## config.mk

```make
export PLATFORM = sky130hd
export DESIGN_NAME = spi_bus_arbiter
export DESIGN_NICKNAME = d
export VERILOG_FILES = /design/src/rtl/spi_pkg.sv /design/src/rtl/spi_bus_arbiter.sv
export SDC_FILE = /design/constraint.sdc
export NUM_CORES = 1
export LEC_CHECK = 0
export ABC_AREA = 1
export ABC_CLOCK_PERIOD_IN_PS = 2000
export BUFFER_PORTS_ARGS = -buffer_cell sky130_fd_sc_hd__buf_2
export CORE_MARGIN = 1.5
export CORE_UTILIZATION = 34
export DETAILED_ROUTE_END_ITERATION = 6
export GPL_TIMING_DRIVEN = 1
export MAX_ROUTING_LAYER = met4
export PLACE_DENSITY_LB_ADDON = 0.1
export RECOVER_POWER = 100
export SLEW_MARGIN = 5
export SYNTH_ARGS = -nofsm -noshare
export SYNTH_HDL_FRONTEND = slang
export SYNTH_SLANG_ARGS = --single-unit
```

## constraint.sdc

```tcl
create_clock -name clk_i -period 2 [get_ports clk_i]
set_input_delay 0.4 -clock clk_i [delete_from_list [all_inputs] [get_ports clk_i]]
set_output_delay 0.4 -clock clk_i [all_outputs]
set_load 0.01 [all_outputs]
```

## src/rtl/spi_pkg.sv

```systemverilog
// rtl/spi_pkg.sv - shared types and constants for the SPI SRAM bus arbiter
package spi_pkg;

  localparam int SPI_AW = 24;
  localparam int SPI_DW = 8;

  localparam logic [2:0] CTI_CLASSIC            = 3'b000;
  localparam logic [2:0] CTI_INCREMENTING_BURST = 3'b010;
  localparam logic [1:0] BTE_LINEAR             = 2'b00;

  typedef enum logic [1:0] {
    IDLE  = 2'd0,
    OWN0  = 2'd1,
    OWN1  = 2'd2,
    ABORT = 2'd3
  } arb_state_t;

endpackage

```

## src/rtl/spi_bus_arbiter.sv

```systemverilog
// rtl/spi_bus_arbiter.sv - two-master round-robin Wishbone arbiter with watchdog for the SPI SRAM port
module spi_bus_arbiter
  import spi_pkg::*;
#(
  parameter int TIMEOUT = 255,
  parameter int TW      = 8
) (
  input  logic              clk_i,
  input  logic              rst_i,
  input  logic              m0_cyc_i,
  input  logic              m0_stb_i,
  input  logic [SPI_AW-1:0] m0_adr_i,
  input  logic              m0_we_i,
  input  logic [SPI_DW-1:0] m0_dat_i,
  input  logic [2:0]        m0_cti_i,
  input  logic [1:0]        m0_bte_i,
  output logic              m0_ack_o,
  output logic              m0_err_o,
  output logic              m0_rty_o,
  output logic [SPI_DW-1:0] m0_dat_o,
  input  logic              m1_cyc_i,
  input  logic              m1_stb_i,
  input  logic [SPI_AW-1:0] m1_adr_i,
  input  logic              m1_we_i,
  input  logic [SPI_DW-1:0] m1_dat_i,
  input  logic [2:0]        m1_cti_i,
  input  logic [1:0]        m1_bte_i,
  output logic              m1_ack_o,
  output logic              m1_err_o,
  output logic              m1_rty_o,
  output logic [SPI_DW-1:0] m1_dat_o,
  output logic              s_cyc_o,
  output logic              s_stb_o,
  output logic [SPI_AW-1:0] s_adr_o,
  output logic              s_we_o,
  output logic [SPI_DW-1:0] s_dat_o,
  output logic [2:0]        s_cti_o,
  output logic [1:0]        s_bte_o,
  input  logic              s_ack_i,
  input  logic              s_err_i,
  input  logic              s_rty_i,
  input  logic [SPI_DW-1:0] s_dat_i
);

  localparam logic [TW-1:0] WD_LAST = TW'(TIMEOUT - 1);
  localparam logic [TW-1:0] WD_MAX  = '1;

  arb_state_t    r_state;
  arb_state_t    w_next;
  logic          r_owner;
  logic          r_last;
  logic [TW-1:0] r_wdog;

  logic w_own;
  logic w_stb0;
  logic w_stb1;
  logic w_stalled;
  logic w_fire;

  assign w_own     = (r_state == OWN0) || (r_state == OWN1);
  assign w_stb0    = m0_cyc_i & m0_stb_i;
  assign w_stb1    = m1_cyc_i & m1_stb_i;
  assign w_stalled = s_stb_o & ~s_ack_i & ~s_err_i;
  assign w_fire    = (TIMEOUT != 0) && w_stalled && (r_wdog == WD_LAST);

  assign m0_dat_o = s_dat_i;
  assign m1_dat_o = s_dat_i;

  // State register with owner and round-robin history
  always_ff @(posedge clk_i or posedge rst_i) begin
    if (rst_i) begin
      r_state <= IDLE;
      r_owner <= 1'b0;
      r_last  <= 1'b1;
    end else begin
      r_state <= w_next;
      if (w_next == OWN0) begin
        r_owner <= 1'b0;
        r_last  <= 1'b0;
      end else if (w_next == OWN1) begin
        r_owner <= 1'b1;
        r_last  <= 1'b1;
      end
    end
  end

  // Watchdog counts stalled strobe cycles while the owner keeps the bus
  always_ff @(posedge clk_i or posedge rst_i) begin
    if (rst_i) begin
      r_wdog <= '0;
    end else if (w_own && (w_next == r_state) && w_stalled) begin
      if (r_wdog != WD_MAX) begin
        r_wdog <= r_wdog + 1'b1;
      end
    end else begin
      r_wdog <= '0;
    end
  end

  // Next-state: round-robin on ties, cyc-locked ownership, one-cycle abort
  always_comb begin
    w_next = r_state;
    case (r_state)
      IDLE: begin
        if (m0_cyc_i && m1_cyc_i) begin
          w_next = r_last ? OWN0 : OWN1;
        end else if (m0_cyc_i) begin
          w_next = OWN0;
        end else if (m1_cyc_i) begin
          w_next = OWN1;
        end
      end
      OWN0: begin
        if (!m0_cyc_i) begin
          w_next = IDLE;
        end else if (w_fire) begin
          w_next = ABORT;
        end
      end
      OWN1: begin
        if (!m1_cyc_i) begin
          w_next = IDLE;
        end else if (w_fire) begin
          w_next = ABORT;
        end
      end
      ABORT: begin
        if (r_owner) begin
          w_next = m1_cyc_i ? OWN1 : IDLE;
        end else begin
          w_next = m0_cyc_i ? OWN0 : IDLE;
        end
      end
      default: w_next = IDLE;
    endcase
  end

  // Outputs: owner's request passes straight through, everything else held at 0
  always_comb begin
    s_cyc_o  = 1'b0;
    s_stb_o  = 1'b0;
    s_adr_o  = '0;
    s_we_o   = 1'b0;
    s_dat_o  = '0;
    s_cti_o  = CTI_CLASSIC;
    s_bte_o  = BTE_LINEAR;
    m0_ack_o = 1'b0;
    m0_err_o = 1'b0;
    m0_rty_o = 1'b0;
    m1_ack_o = 1'b0;
    m1_err_o = 1'b0;
    m1_rty_o = 1'b0;
    case (r_state)
      OWN0: begin
        s_cyc_o  = m0_cyc_i;
        s_stb_o  = w_stb0;
        s_adr_o  = m0_adr_i;
        s_we_o   = m0_we_i;
        s_dat_o  = m0_dat_i;
        s_cti_o  = m0_cti_i;
        s_bte_o  = m0_bte_i;
        m0_ack_o = s_ack_i & w_stb0;
        m0_err_o = s_err_i & w_stb0;
        m0_rty_o = s_rty_i & w_stb0;
      end
      OWN1: begin
        s_cyc_o  = m1_cyc_i;
        s_stb_o  = w_stb1;
        s_adr_o  = m1_adr_i;
        s_we_o   = m1_we_i;
        s_dat_o  = m1_dat_i;
        s_cti_o  = m1_cti_i;
        s_bte_o  = m1_bte_i;
        m1_ack_o = s_ack_i & w_stb1;
        m1_err_o = s_err_i & w_stb1;
        m1_rty_o = s_rty_i & w_stb1;
      end
      ABORT: begin
        m0_err_o = ~r_owner;
        m1_err_o = r_owner;
      end
      default: begin
      end
    endcase
  end

endmodule
```

== Word-level counts from Yosys, hierarchy flattened ==
Cells that the tools add are included.
Cells by class
  $add $sub $neg: 1
  equality and inequality tests: 9
  muxes and demuxes: 28
  bitwise operators: 13
  reduce and logical (&&, ||, !) cells: 7
Operators by type and width (count)
  case mux 24 bit (2 select lines): 1
  2-to-1 mux 2 bit: 9
  2-to-1 mux 8 bit: 2
  case mux 8 bit (2 select lines): 1
  AND 1 bit: 10
  case mux 1 bit (2 select lines): 5
  adder 8 x 1 -> 8 bit, second input constant: 1
  equality test 8 bit, second input constant: 1
  inequality test 8 bit, second input constant: 1
  case mux 2 bit (4 select lines): 1
  2-to-1 mux 1 bit: 7
  equality test 2 bit, second input constant: 3
  case mux 3 bit (2 select lines): 1
  equality test 2 x 1 -> 1 bit, second input constant: 2
  logical AND 1 bit: 4
  case mux 2 bit (2 select lines): 1
  inverter 1 bit: 3
  equality test 2 bit: 1
  logical NOT 2 bit: 1
  inequality test 2 x 1 -> 1 bit, second input constant: 1
  nonzero test 2 bit: 1
  logical OR 1 bit: 1
Word-level totals
  register bits: 12
  bits of input ports: 93
  output and inout bits: 62
  word-level logic and storage cells: 62

== Depth between registers and ports, before layout ==
  depth after elaboration: 12
  mapped depth: 13
  gate-level depth less buffers: 13

== Worst setup path after synthesis ==
No wires, ideal clock.
  path kind: flip-flop to flip-flop
  from: register r_state[0]
  to: register r_last
  arrival time: 1.960 ns
  data required time: 1.921 ns
  path slack: -0.039 ns
  stages on the path, launching flop included: 14
  buffers on the path: 0
  clock period less this slack: 2.039 ns
  cells stage by stage: dfrtp_1 -> inv_1 -> ha_1 -> nand3_2 -> nand2_2 -> nand3_2 -> o21bai_1 -> nand2_1 -> nand2_2 -> nand2_2 -> inv_1 -> ha_1 -> or2_2 -> o21ai_0
On the way
  longest elaborated chain between the ends: 10
  elaborated cells between the ends (all ways): 19
  classes of those cells: 5 x eq/ne; 9 x mux; 2 x bitwise; 3 x reduce/logical
RTL lines
  start: declaration: line spi_bus_arbiter.sv:48  | arb_state_t r_state;
  start signal: assignment: line spi_bus_arbiter.sv:76  | r_state <= w_next;
  equality test 2 bit or equality test 2 x 1 -> 1 bit (tied branches): line spi_bus_arbiter.sv:103, spi_bus_arbiter.sv:153
  case mux 1 bit (2 select lines): line spi_bus_arbiter.sv:153  | case (r_state)
  AND 1 bit (2 in a row): line spi_bus_arbiter.sv:63  | assign w_stalled = s_stb_o & ~s_ack_i & ~s_err_i;
  logical AND 1 bit: line spi_bus_arbiter.sv:64  | assign w_fire = (TIMEOUT != 0) && w_stalled && (r_wdog == WD_LAST);
  2-to-1 mux 2 bit: line spi_bus_arbiter.sv:116, spi_bus_arbiter.sv:123
  2-to-1 mux 2 bit (on tied branches): line spi_bus_arbiter.sv:121, spi_bus_arbiter.sv:114
  case mux 2 bit (4 select lines) *: line spi_bus_arbiter.sv:103  | case (r_state)
  via w_next[0]: line spi_bus_arbiter.sv:49  | arb_state_t w_next;
  equality test 2 x 1 -> 1 bit or equality test 2 bit (tied branches): line spi_bus_arbiter.sv:77, spi_bus_arbiter.sv:80
  2-to-1 mux 1 bit or nonzero test 2 bit (tied branches)
  end signal: assignment: line spi_bus_arbiter.sv:74  | r_last <= 1'b1;
  end signal: assignment: line spi_bus_arbiter.sv:79  | r_last <= 1'b0;
  end signal: assignment: line spi_bus_arbiter.sv:82  | r_last <= 1'b1;
  end: declaration: line spi_bus_arbiter.sv:51  | logic r_last;
The timed path passes the listed nets; every way through them passes the cells marked *.
A chain may end at the register's enable or synchronous reset.

== Worst setup path after layout ==
  from: register r_state[1]
  to: output s_adr_o[8]
On the way
  longest elaborated chain between the ends: 2
  elaborated cells between the ends (all ways): 3
  classes of those cells: 2 x eq/ne; 1 x mux
RTL lines
  equality test 2 bit or equality test 2 x 1 -> 1 bit (tied branches): line spi_bus_arbiter.sv:153
  case mux 24 bit (2 select lines) *: line spi_bus_arbiter.sv:153
  end: declaration: line spi_bus_arbiter.sv:34  | output logic [SPI_AW-1:0] s_adr_o,
Every way passes the cells marked *; elsewhere a longest branch is shown, timed or not.

==> impl_metrics.prom <==
# TYPE chip_impl_metric gauge
chip_impl_metric{name="wire_per_inst",unit="um"} 14.2
chip_impl_metric{name="drt_pre_antenna_iters",unit=""} 4
chip_impl_metric{name="insertedDiodeCount",unit=""} 0
chip_impl_metric{name="grt_overflow_total",unit=""} 0
chip_impl_metric{name="final_net_count",unit=""} 504
chip_impl_metric{name="drcViolationCount",unit=""} 0
chip_impl_metric{name="antenna_violations_before_repair",unit=""} 0
chip_impl_info{name="hold_class",value="in -> async"} 1
chip_impl_metric{name="yosys_register_bits",unit=""} 12
chip_impl_metric{name="drv_slew",unit=""} 0
chip_impl_metric{name="vdd_ir_drop_max",unit="uV"} 754
chip_impl_metric{name="yosys.cell_types.count",unit=""} 28
chip_impl_info{name="worst_setup_path_end_kind",value="output pin"} 1
chip_impl_metric{name="critical_path_depth",unit=""} 7
chip_impl_metric{name="pre_cts_slack",unit="ps"} -15.7
chip_impl_metric{name="routed_wl",unit="um"} 6450
chip_impl_metric{name="cts.sinks",unit=""} 12
chip_impl_metric{name="synth_top_area_share",unit="%"} 21.2
chip_impl_metric{name="grt_pass1_wl",unit="um"} 8270
chip_impl_metric{name="worst-slew-pin-transition",unit="ps"} 461
chip_impl_metric{name="yosysWarningCount",unit=""} 0
chip_impl_metric{name="chipWidth",unit="um"} 71.9
chip_impl_metric{name="drtAntennaViolNets",unit=""} 0
chip_impl_info{name="path_class",value="reg -> out"} 1
chip_impl_info{name="cts-root-buf",value="clkbuf_8"} 1
chip_impl_metric{name="cp_data_arrival_time",unit="ps"} 1650
chip_impl_info{name="outcome",value="finished with violations"} 1
chip_impl_metric{name="finalWorstSetupSlack",unit="ps"} -54.4
chip_impl_metric{name="route.vias.total",unit=""} 2219
chip_impl_info{name="critical_path.reg2reg.startpoint",value="r_state[1]"} 1
chip_impl_info{name="setup_repair_after_global_routing_missed_its_margin",value="yes"} 1
chip_impl_metric{name="top_level_ports",unit=""} 155
chip_impl_metric{name="detailed_place_hpwl",unit="um"} 4130
chip_impl_metric{name="power.density_cell_area",unit="nW/um^2"} 1530
chip_impl_info{name="synth.largest_area_cell",value="nand2_1"} 1
chip_impl_metric{name="ys_seq_area_share",unit="%"} 18.7
chip_impl_metric{name="drt_iter0_drc",unit=""} 67
chip_impl_info{name="setup.worst_path.end",value="s_adr_o[8]"} 1
chip_impl_metric{name="cp.buffers_inverters",unit=""} 4
chip_impl_metric{name="ff2ff_setup_slack",unit="ps"} -10
chip_impl_metric{name="largest_net_degree_at_the_start_of_global_routing",unit=""} 34
chip_impl_metric{name="timing.slew.headroom",unit="%"} 69.2
chip_impl_metric{name="synthToLayoutAreaGrowth",unit="%"} 79.1
chip_impl_info{name="synth.area.top_cells",value="nand2_1 21%, dfrtp_1 17%, a21oi_1 12%"} 1
chip_impl_metric{name="final-hold-violation-count",unit=""} 0
chip_impl_metric{name="clock-skew-final",unit="ps"} 0.653
chip_impl_metric{name="vias_in_the_first_global_route",unit=""} 1888
chip_impl_metric{name="final-setup-viol-count",unit=""} 35
chip_impl_metric{name="mean_syn_cell_area",unit="um^2"} 6.13
chip_impl_metric{name="routabilityCongestion",unit=""} 0.791
chip_impl_metric{name="post-route-period-util",unit="%"} 103
chip_impl_metric{name="cts_max_path_buffers",unit=""} 2
chip_impl_metric{name="crit_fanout",unit=""} 10
chip_impl_info{name="layout_commonest_cell",value="buf_2"} 1
chip_impl_metric{name="placementRows",unit=""} 24
chip_impl_metric{name="die_h",unit="um"} 71.9
chip_impl_info{name="failed_checks",value="setup timing"} 1
chip_impl_info{name="setup.worst_path.start_class",value="register"} 1
chip_impl_metric{name="io_buffers",unit=""} 130
chip_impl_info{name="worst_path_max_delay_cell",value="dfrtp_1"} 1
chip_impl_metric{name="drt-vias-per-instance",unit=""} 4.89
chip_impl_metric{name="clk_pin_slew_worst_paths",unit="ps"} 50
chip_impl_metric{name="crit_required",unit="ps"} 1600
chip_impl_info{name="crit_chain",value="inv_2 > buf_6 > ha_4 > clkbuf_16 > nand2_1 > a21oi_1 > buf_2"} 1
chip_impl_metric{name="numCtsBuffers",unit=""} 3
chip_impl_metric{name="timing.fmax",unit="MHz"} 487
chip_impl_metric{name="synth.cell_area",unit="um^2"} 1610
chip_impl_metric{name="dieArea",unit="um^2"} 5170
chip_impl_metric{name="min_period",unit="ps"} 2050
chip_impl_info{name="clock_tree_from_tritoncts",value="built"} 1
chip_impl_metric{name="synth.net_count",unit=""} 364
chip_impl_metric{name="critPathMaxStageDelay",unit="ps"} 390
chip_impl_metric{name="power.leakage",unit="nW"} 1.48
chip_impl_info{name="critPathTopFamily",value="buffers and inverters"} 1
chip_impl_metric{name="max-cap-violations",unit=""} 0
chip_impl_metric{name="fillerInstances",unit=""} 421
chip_impl_info{name="worst_r2r_endpoint",value="r_owner"} 1
chip_impl_metric{name="fin_setup_tns",unit="ps"} -852
chip_impl_metric{name="reg2reg_depth",unit=""} 12
chip_impl_metric{name="grt_use_total",unit="%"} 20.5
chip_impl_metric{name="initial_utilization",unit="%"} 36.3
chip_impl_metric{name="fraction_of_layout_cells_with_a_size_suffix_above_1",unit="%"} 58.0
chip_impl_info{name="worst_setup_path_startpoint",value="r_state[1]"} 1
chip_impl_info{name="layout_common_cells",value="127 x buf_2, 77 x nand2_1, 21 x a21oi_1"} 1
chip_impl_metric{name="h-tree-depth",unit=""} 1
chip_impl_metric{name="clk-insertion-delay-late",unit="ps"} 240
chip_impl_metric{name="floorplan.core_area",unit="um^2"} 4440
chip_impl_metric{name="synth_cells",unit=""} 263
[metrics by stage]
stage | std cells | power [mW] | hold slack [ps] | utilization, % | area [um^2]
after global placement | 433 | 2.74 | 443 | 52.0 | 2310
after detailed placement | 433 | 2.74 | 431 | 52.0 | 2310
after floorplan | 263 | 1.82 | 264 | - | 1620
after global routing | 454 | 4.74 | 195 | 65.0 | 2890
final | 454 | 4.43 | 157 | 65.0 | 2890
after CTS | 440 | 3.29 | 168 | 55.4 | 2460
[synth_stat cells (all sizes together)]
master  count
inv        24
nand2     101
buf        18
clkbuf     10
o21ai      10
xnor2       1
a21oi      39
nor3        9
o21bai      1
dfrtp      11
dfstp       1
or2         2
xor2        2
o31ai       1
o22ai       2
nor2       10
ha          8
nand3      12
o211ai      1
[worst min path at each step]
stage,start,end,slack [ps],depth (start not counted)
2_1_floorplan,rst_i,r_owner,260,1
3_3_place_gp,rst_i,r_owner,440,2
3_5_place_dp,rst_i,r_owner,430,2
4_1_cts,rst_i,r_wdog[5],170,2
5_1_grt,rst_i,r_wdog[5],190,2
6_report,rst_i,r_wdog[6],160,2
[timing repair]
| item | in CTS | in global routing |
|---|---|---|
| setup endpoints to repair | 42 | 42 |
| gates resized for setup | 11 | 54 |
| hold buffers | 0 | 0 |
| gates cloned | 1 | 10 |
| pin swaps | 0 | 30 |
| buffers inserted | 2 | 4 |
[state kept, by name (all words and copies together), names as in the netlist]
name and flops:
r_last 1, r_state 2, r_wdog 8, r_owner 1
[cell type report]
cell class | instances | area [um^2] | share of cell area [%]
Clock buffer | 4 | 55.1 | 1.91
Inverter | 24 | 92.6 | 3.21
Multi-Input combinational cell | 199 | 1260 | 43.8
Sequential cell | 12 | 302 | 10.4
Tap cell | 52 | 65.1 | 2.25
Timing Repair Buffer | 163 | 1110 | 38.4
[power breakdown]
part	switching (mW)	internal (mW)	total (mW)
sequential	0.0295	0.300	0.329
combinational	2.01	1.83	3.84
clock	0.0883	0.174	0.262
[cells by family (layout without fill, tap and decap cells)]
kind of cell | after synthesis | after routing | synth area share, %
XOR/XNOR | 3 | 3 | 1.63
buffers and inverters | 52 | 191 | 15.8
adder cells (fa/ha/maj) | 8 | 8 | 6.21
flip-flops | 12 | 12 | 18.7
AO/OA/AOI/OAI | 54 | 54 | 17.4
AND/OR/NAND/NOR | 134 | 134 | 40.3
[routing by layer]
metal | GRT usage (%) | part of all wire [%] | wire length [um]
met1 | 25.3 | 43 | 2740
met2 | 35.5 | 51 | 3280
met3 | 3.38 | 5.6 | 364
met4 | 3.56 | 0.99 | 64
met5 | - | 0 | 0
Power figures use the tool's default switching activity.
